### src/rtl/dglk_spi_slave_regfile.sv
// -----------------------------------------------------------------------------
// dglk_spi_slave_regfile
//   SPI responder holding a small register file. The SPI pins are oversampled
//   in the clk domain: csb, sclk and mosi each pass through a 2-FF
//   synchronizer, and sclk edges are found against a 1-cycle-delayed copy.
//   A frame is R/W bit + ADR_W address bits + DAT_W data bits, MSB first.
//   Writes land in the register file and pulse wr_stb. Reads shift the
//   addressed register out on miso. Out-of-range addresses pulse err_stb.
//
// Ports
//   clk      in   system clock, at least 8x the sclk frequency
//   rst      in   asynchronous active-high reset
//   csb      in   chip select, active low, asynchronous to clk
//   sclk     in   SPI clock, asynchronous to clk
//   mosi     in   serial data in, MSB first
//   miso     out  serial data out, MSB first (registered)
//   miso_oe  out  high while the synchronized csb is low
//   wr_stb   out  1-cycle pulse per completed in-range write
//   wr_adr   out  address of the last write (held)
//   wr_dat   out  data of the last write (held)
//   err_stb  out  1-cycle pulse per completed frame with address >= N_REG
//   reg_q    out  flattened register file, reg i at [i*DAT_W +: DAT_W]
//
// Handshake: there is no valid/ready pair. wr_stb and err_stb are single
// cycle qualifiers; wr_adr/wr_dat are valid in the cycle wr_stb is high and
// hold until the next in-range write.
// -----------------------------------------------------------------------------
module dglk_spi_slave_regfile #(
    parameter int               SPI_CPOL = 0,
    parameter int               SPI_CPHA = 0,
    parameter int               ADR_W    = 4,
    parameter int               DAT_W    = 16,
    parameter int               N_REG    = 12,
    parameter logic [DAT_W-1:0] REG_INIT = '0
) (
    input  logic                   clk,
    input  logic                   rst,
    input  logic                   csb,
    input  logic                   sclk,
    input  logic                   mosi,
    output logic                   miso,
    output logic                   miso_oe,
    output logic                   wr_stb,
    output logic [ADR_W-1:0]       wr_adr,
    output logic [DAT_W-1:0]       wr_dat,
    output logic                   err_stb,
    output logic [N_REG*DAT_W-1:0] reg_q
);

    localparam int FRM   = 1 + ADR_W + DAT_W;
    localparam int CNT_W = $clog2(FRM + 1);
    localparam logic [CNT_W-1:0] LAST_ADR  = CNT_W'(ADR_W);
    localparam logic [CNT_W-1:0] LAST_BIT  = CNT_W'(FRM - 1);
    localparam logic [ADR_W:0]   N_REG_L   = (ADR_W + 1)'(N_REG);
    localparam logic             SCLK_IDLE = logic'(SPI_CPOL != 0);
    // Modes 1 and 2 sample on the falling edge, modes 0 and 3 on the rising.
    localparam logic             SAMPLE_FALL = logic'(SPI_CPOL != SPI_CPHA);

    typedef enum logic [1:0] {ST_IDLE, ST_ADDR, ST_DATA, ST_DONE} state_t;

    // Synchronizers
    logic r_csb_s1, r_csb_s2, r_csb_d;
    logic r_sclk_s1, r_sclk_s2, r_sclk_d;
    logic r_mosi_s1, r_mosi_s2;

    always_ff @(posedge clk or posedge rst) begin
        if (rst) begin
            r_csb_s1  <= 1'b1;
            r_csb_s2  <= 1'b1;
            r_csb_d   <= 1'b1;
            r_sclk_s1 <= SCLK_IDLE;
            r_sclk_s2 <= SCLK_IDLE;
            r_sclk_d  <= SCLK_IDLE;
            r_mosi_s1 <= 1'b0;
            r_mosi_s2 <= 1'b0;
        end else begin
            r_csb_s1  <= csb;
            r_csb_s2  <= r_csb_s1;
            r_csb_d   <= r_csb_s2;
            r_sclk_s1 <= sclk;
            r_sclk_s2 <= r_sclk_s1;
            r_sclk_d  <= r_sclk_s2;
            r_mosi_s1 <= mosi;
            r_mosi_s2 <= r_mosi_s1;
        end
    end

    logic w_sclk_rise, w_sclk_fall, w_sample, w_shift, w_csb_fall;
    assign w_sclk_rise = r_sclk_s2 & ~r_sclk_d;
    assign w_sclk_fall = ~r_sclk_s2 & r_sclk_d;
    assign w_sample    = ~r_csb_s2 & (SAMPLE_FALL ? w_sclk_fall : w_sclk_rise);
    assign w_shift     = ~r_csb_s2 & (SAMPLE_FALL ? w_sclk_rise : w_sclk_fall);
    assign w_csb_fall  = r_csb_d & ~r_csb_s2;

    // Frame state
    state_t              r_state;
    logic [CNT_W-1:0]    r_bit_cnt;
    logic [ADR_W:0]      r_hdr;   // {rw, adr} once the address phase is over
    logic [DAT_W-2:0]    r_dat;   // data bits received so far
    logic [DAT_W-1:0]    r_tx;    // read shift register
    logic                r_miso;
    logic                r_wr_stb, r_err_stb;
    logic [ADR_W-1:0]    r_wr_adr;
    logic [DAT_W-1:0]    r_wr_dat;
    logic [DAT_W-1:0]    r_regs [N_REG];

    // Values including the bit being sampled this cycle.
    logic [ADR_W:0] w_hdr_next;
    logic [DAT_W-1:0] w_dat_next;
    logic w_hdr_in_range, w_adr_in_range;
    assign w_hdr_next     = {r_hdr[ADR_W-1:0], r_mosi_s2};
    assign w_dat_next     = {r_dat, r_mosi_s2};
    assign w_hdr_in_range = {1'b0, w_hdr_next[ADR_W-1:0]} < N_REG_L;
    assign w_adr_in_range = {1'b0, r_hdr[ADR_W-1:0]} < N_REG_L;

    always_ff @(posedge clk or posedge rst) begin
        if (rst) begin
            // DONE at reset: a csb held low across reset must go high first.
            r_state   <= ST_DONE;
            r_bit_cnt <= '0;
            r_hdr     <= '0;
            r_dat     <= '0;
            r_tx      <= '0;
            r_miso    <= 1'b0;
            r_wr_stb  <= 1'b0;
            r_err_stb <= 1'b0;
            r_wr_adr  <= '0;
            r_wr_dat  <= '0;
            for (int i = 0; i < N_REG; i++) r_regs[i] <= REG_INIT;
        end else begin
            r_wr_stb  <= 1'b0;
            r_err_stb <= 1'b0;
            case (r_state)
                ST_IDLE: begin
                    r_miso <= 1'b0;
                    if (w_csb_fall) begin
                        r_state   <= ST_ADDR;
                        r_bit_cnt <= '0;
                    end
                end
                ST_ADDR: begin
                    if (r_csb_s2) begin
                        r_state <= ST_IDLE;
                        r_miso  <= 1'b0;
                    end else if (w_sample) begin
                        r_hdr     <= w_hdr_next;
                        r_bit_cnt <= r_bit_cnt + 1'b1;
                        if (r_bit_cnt == LAST_ADR) begin
                            r_state <= ST_DATA;
                            r_tx    <= (w_hdr_next[ADR_W] && w_hdr_in_range) ?
                                       r_regs[w_hdr_next[ADR_W-1:0]] : '0;
                        end
                    end
                end
                ST_DATA: begin
                    // csb wins over a simultaneous final sample edge.
                    if (r_csb_s2) begin
                        r_state <= ST_IDLE;
                        r_miso  <= 1'b0;
                    end else begin
                        if (w_shift && r_hdr[ADR_W]) begin
                            r_miso <= r_tx[DAT_W-1];
                            r_tx   <= {r_tx[DAT_W-2:0], 1'b0};
                        end
                        if (w_sample) begin
                            r_dat     <= w_dat_next[DAT_W-2:0];
                            r_bit_cnt <= r_bit_cnt + 1'b1;
                            if (r_bit_cnt == LAST_BIT) begin
                                r_state <= ST_DONE;
                                r_miso  <= 1'b0;
                                if (!w_adr_in_range) begin
                                    r_err_stb <= 1'b1;
                                end else if (!r_hdr[ADR_W]) begin
                                    r_regs[r_hdr[ADR_W-1:0]] <= w_dat_next;
                                    r_wr_adr <= r_hdr[ADR_W-1:0];
                                    r_wr_dat <= w_dat_next;
                                    r_wr_stb <= 1'b1;
                                end
                            end
                        end
                    end
                end
                ST_DONE: begin
                    r_miso <= 1'b0;
                    if (r_csb_s2) r_state <= ST_IDLE;
                end
                default: r_state <= ST_DONE;
            endcase
        end
    end

    assign miso    = r_miso;
    assign miso_oe = ~r_csb_s2;
    assign wr_stb  = r_wr_stb;
    assign err_stb = r_err_stb;
    assign wr_adr  = r_wr_adr;
    assign wr_dat  = r_wr_dat;

    for (genvar gi = 0; gi < N_REG; gi++) begin : g_flat
        assign reg_q[gi*DAT_W +: DAT_W] = r_regs[gi];
    end

endmodule

### config.mk
export PLATFORM = sky130hd
export DESIGN_NAME = dglk_spi_slave_regfile
export DESIGN_NICKNAME = d
export VERILOG_FILES = /design/src/rtl/dglk_spi_slave_regfile.sv
export SDC_FILE = /design/constraint.sdc
export NUM_CORES = 1
export LEC_CHECK = 0
export CORE_UTILIZATION = 53
export DETAILED_ROUTE_END_ITERATION = 10
export PLACE_DENSITY = 0.78
export SYNTH_ARGS = -nofsm -noshare
export SYNTH_HDL_FRONTEND = slang
export SYNTH_SLANG_ARGS = --single-unit
### constraint.sdc
create_clock -name clk -period 11.2 [get_ports clk]
set_input_delay 1.68 -clock clk [delete_from_list [all_inputs] [get_ports clk]]
set_output_delay 1.68 -clock clk [all_outputs]
set_load 0.1 [all_outputs]
* Yosys cells after proc, flatten, opt, wreduce, memory -nomap -nowiden *
Cells that the tools add are included.

storage, ports and cells
  register bits = 266
  input bits = 5
  output and inout bits = 216
  word-level logic and storage cells = 123

cells by class
  add/sub/neg operators = 1
  order comparisons = 5
  equality and inequality tests = 19
  multiplexer cells = 43
  bitwise gates (word level) = 11
  reductions and logical operators = 14

operators by type and width
  cell                                                                   count
  192-bit bitwise mux                                                    1
  16-bit 2-to-1 mux                                                      9
  16-bit binary-select mux with 4-bit select                             1
  16-bit demux with 4-bit select                                         1
  16-bit case mux with 2 select lines                                    1
  2-bit != test (second input constant)                                  9
  6-bit AND reduction                                                    3
  1-bit 2-to-1 mux                                                       16
  2-bit 2-to-1 mux                                                       8
  5-bit 2-to-1 mux                                                       3
  3-bit != test (second input constant)                                  4
  5-bit >= comparator (second input constant)                            2
  4-bit inverter with 5-bit output                                       2
  5-bit case mux with 2 select lines                                     1
  4-bit < comparator (second input constant)                             2
  2-bit case mux with 4 select lines                                     1
  3-bit AND reduction                                                    2
  5-bit by 1-bit adder with 5-bit output (second input constant)         1
  1-bit AND                                                              5
  5-bit by 3-bit == test with 1-bit output (second input constant)       1
  5-bit == test (second input constant)                                  1
  5-bit by 1-bit < comparator with 1-bit output (second input constant)  1
  2-bit == test (second input constant)                                  2
  1-bit inverter                                                         4
  8 further kinds                                                        12

* Longest topological paths before layout *
  depth after elaboration = 9
  mapped depth = 9
  depth with buffers taken out = 6

* Least setup slack after synthesis *
Ideal clock, no wire load.

  path kind = reg-to-output
  start = register r_csb_s2
  end = output port miso_oe
  data arrival time = 1.432 ns
  required time = 9.520 ns
  setup slack = 8.088 ns
  cell stages (with the launch flop) = 3
  path buffers = 1
  cell sequence = dfstp_2 -> buf_1 -> inv_1

on the way
  cells in the longest elaborated chain, start to end = 1

ends and longest elaborated chain
  item                             line  RTL
  from (decl)                      62    logic r_csb_s1, r_csb_s2, r_csb_d;
  from (signal assigned)           78    r_csb_s2 <= r_csb_s1;
  1-bit inverter (no source line)  n/a
  to (decl)                        42    output logic miso_oe,

Every way passes these cells.

* Worst setup path in the final report *
Ends and elaborated chain as after synthesis.

==> metrics.csv <==
metric,value,unit
status,"finished, violations left",
violations,DRC,
core.rowCount,54,
post-route-drc-count,13,
crit_reg_reg_startpoint,r_state[1]$_DFFE_PP1P_,
area.growth.synth_to_final,27.36,%
core_area,21960,sq um
die_width,152.1,microns
tritoncts_clock_tree,done,
hold_path_startpoint,r_sclk_s1$_DFF_PP0_,
cts_repair_resize_count,0,
fin_util,69.21,%
power.ir.vdd_worst,0.1295,mV
diodes,0,
die_height,152.1,microns
hold_class,reg2reg,
first_iter_violations,506,
drtAntennaViolNets,0,
place.port_buffers,220,
layout_commonest_cell,dfrtp_1,
grt_setup_unrepaired,no,
netlist_area,11930,sq um
drv_cap,0,
mostFrequentLayoutCells,"dfrtp_1, clkdlybuf4s50_1, mux2_2",
max_slew_margin,28.77,%
asyncSetResetFlopFracSynth,100.0,%
worstSetupStartpointType,flip-flop,
num_io_pins,221,
drt-wirelength-per-cell,23.05,microns
vias,7784,
cts.sinks,266,
cts_inserted_buffers,27,
static-leakage-power,7.106,nW
pin_count_of_the_biggest_net_entering_global_routing,152,
timing.fmax,0.2429,GHz
yosysWarnings,0,
synth_edf_count,0,
cp_top_family,buffers and inverters,
report.final.slew_viol_count,0,
critical_path_at,2.44,ns
synth_seq_area_share,55.84,%
overall_routed_net_length,30290,microns
worst-endpoint-required,9.52,ns
min_delay_path_depth,0,
worstMarginPinSlew,1.065,ns
synth.net_count,834,
power_per_cell_area,155.1,nW/um^2
dr.pass1.iters,8,
critical_path.cell_chain,inv_1 -> clkdlybuf4s50_1,
htree_levels,1,
clk_pin_slew,0.06,ns
synth_area_per_cell,14.52,sq um
post-dp-hpwl,20640,microns
critical_path_peak_fanout,14,
globalRouteOverflowTotal,0,
worst_clock_skew,0.02497,ns
layout-drive-gt1-share,33.17,%
initial_core_util,54.34,%
post_cts_hold_buffer_count,0,
r2r_cells,5,
cts_root_buf,clkbuf_16,
final_period_minus_worst_setup_slack,4.116,ns
critical_path.startpoint,r_csb_s2$_DFF_PP1_,
hold_viol,0,
grtUsageTotal,26.45,%
postSynthRegisterBits,266,
first_global_vias,7948,
most_frequently_used_flop_master_after_synthesis,dfrtp_1,
worstSetupEndpointType,primary output,
tns,0,ns
crit_cells,2,
buffer_levels_on_the_longest_clock_path,3,
timing.critical_path.buf_inv,2,
first_pass_grt_wire_length,47310,microns
grt_antenna_before_repair,0,
post-cts-setup-buffers,0,
design.die.area,23120,sq um
critical_path.max_stage_delay,1.00,ns
vias_per_cell,5.924,
crit_path_top_delay_cell,clkdlybuf4s50_1,
gpl_wtd_cong,0.8121,
synth.distinct_cells,53,
finalCritPeriodShare,36.75,%
setup_viol_count_final,0,
gate_count_after_technology_mapping,822,
fin_nets,1028,
clock_insertion_delay_worst_skew,0.54,ns
critPathKind,reg2out,
==> layer usage <==
metal | part of all wire (%) | up-vias | GRT usage, %
li1 | - | 3428 | -
met2 | 48 | 233 | 42.50
met1 | 44 | 4079 | 36.52
met4 | 2.6 | 0 | 8.212
met3 | 5.7 | 44 | 5.334
met5 | 0 | - | 0
==> cell families (layout without fill, tap and decap cells) <==
family	after synthesis	after routing	synth area share, %
XOR/XNOR	1	1	0.07341
AND/OR/NAND/NOR	79	79	4.048
flip-flops	266	266	55.84
adder cells (fa/ha/maj)	7	7	0.7339
multiplexers	298	298	31.38
buffers and inverters	74	286	2.642
AO/OA/AOI/OAI	97	97	5.285
==> where the power goes <==
| part | switching, mW | internal (mW) | total, mW |
|---|---|---|---|
| sequential | 0.0510 | 1.01 | 1.06 |
| combinational | 0.227 | 0.145 | 0.372 |
| clock | 0.371 | 0.549 | 0.920 |
| total | 0.649 | 1.71 | 2.36 |
==> registers in the layout (all words and copies together), names as in the netlist <==
| signal | count |
|---|---|
| wr_adr | 4 |
| err_stb | 1 |
| r_mosi_s2 | 1 |
| r_state | 2 |
| r_csb_s2 | 1 |
| reg_q | 192 |
| r_csb_s1 | 1 |
| r_sclk_s2 | 1 |
| wr_dat | 16 |
| r_bit_cnt | 5 |
| r_sclk_s1 | 1 |
| r_csb_d | 1 |
| r_dat | 15 |
| r_hdr | 5 |
| r_mosi_s1 | 1 |
| r_sclk_d | 1 |
| r_tx | 16 |
| wr_stb | 1 |
| miso | 1 |
==> synth_stat cells (3+ instances only) <==
cell	n	area, sq um
or3_1	3	18.77
o22ai_1	18	112.6
mux2_4	19	285.3
mux4_2	32	720.7
ha_1	7	87.58
clkbuf_1	38	142.6
mux2_2	213	2399
a31oi_1	15	93.84
dfstp_2	5	131.4
dfrtp_1	261	6531
buf_2	16	80.08
inv_1	11	41.29
nor3b_1	3	22.52
nor3_1	6	30.03
nand2b_1	4	25.02
o21ai_0	17	85.08
o31ai_1	4	30.03
a21oi_1	17	85.08
buf_1	5	18.77
nor2_1	10	37.54
nand2_2	8	50.05
o22a_1	15	131.4
mux2i_1	34	340.3
nand2_1	25	93.84
==> per-stage QoR <==
stage	total power, mW	cell area [sq um]	setup slack (ns)	hold slack, ns	cells
after floorplan	1.356	11930	2.203	0.3312	822
after global placement	1.442	14300	7.298	0.3351	1267
after detailed placement	1.454	14300	7.301	0.3396	1267
after CTS	2.368	15200	7.090	0.3536	1314
after global routing	2.443	15200	7.023	0.3630	1314
final	2.358	15200	7.084	0.3507	1314
==> final cells by class <==
| type | count | area, sq um |
|---|---|---|
| fillers | 1562 | 6761 |
| flip-flops and latches | 266 | 6665 |
| multi-input cells | 482 | 4970 |
| repair buffers | 228 | 2262 |
| clock buffers | 38 | 777.0 |
| well taps | 280 | 350.3 |
| clock inverters | 9 | 123.9 |
| inverters | 11 | 48.80 |
==> path summary, 6_finish.rpt <==
kind | slack, ns | to
setup / recovery | 7.08 | miso_oe
hold / removal | 0.35 | r_sclk_s2$_DFF_PP0_
setup reg to reg | 7.69 | reg_q[26]$_DFFE_PP0P_
hold reg to reg | 0.35 | r_sclk_s2$_DFF_PP0_
max in group asynchronous | 7.87 | r_hdr[0]$_DFFE_PP0P_
min in group asynchronous | 1.75 | reg_q[125]$_DFFE_PP0P_
Note: power is estimated with default switching activity, not from simulation.
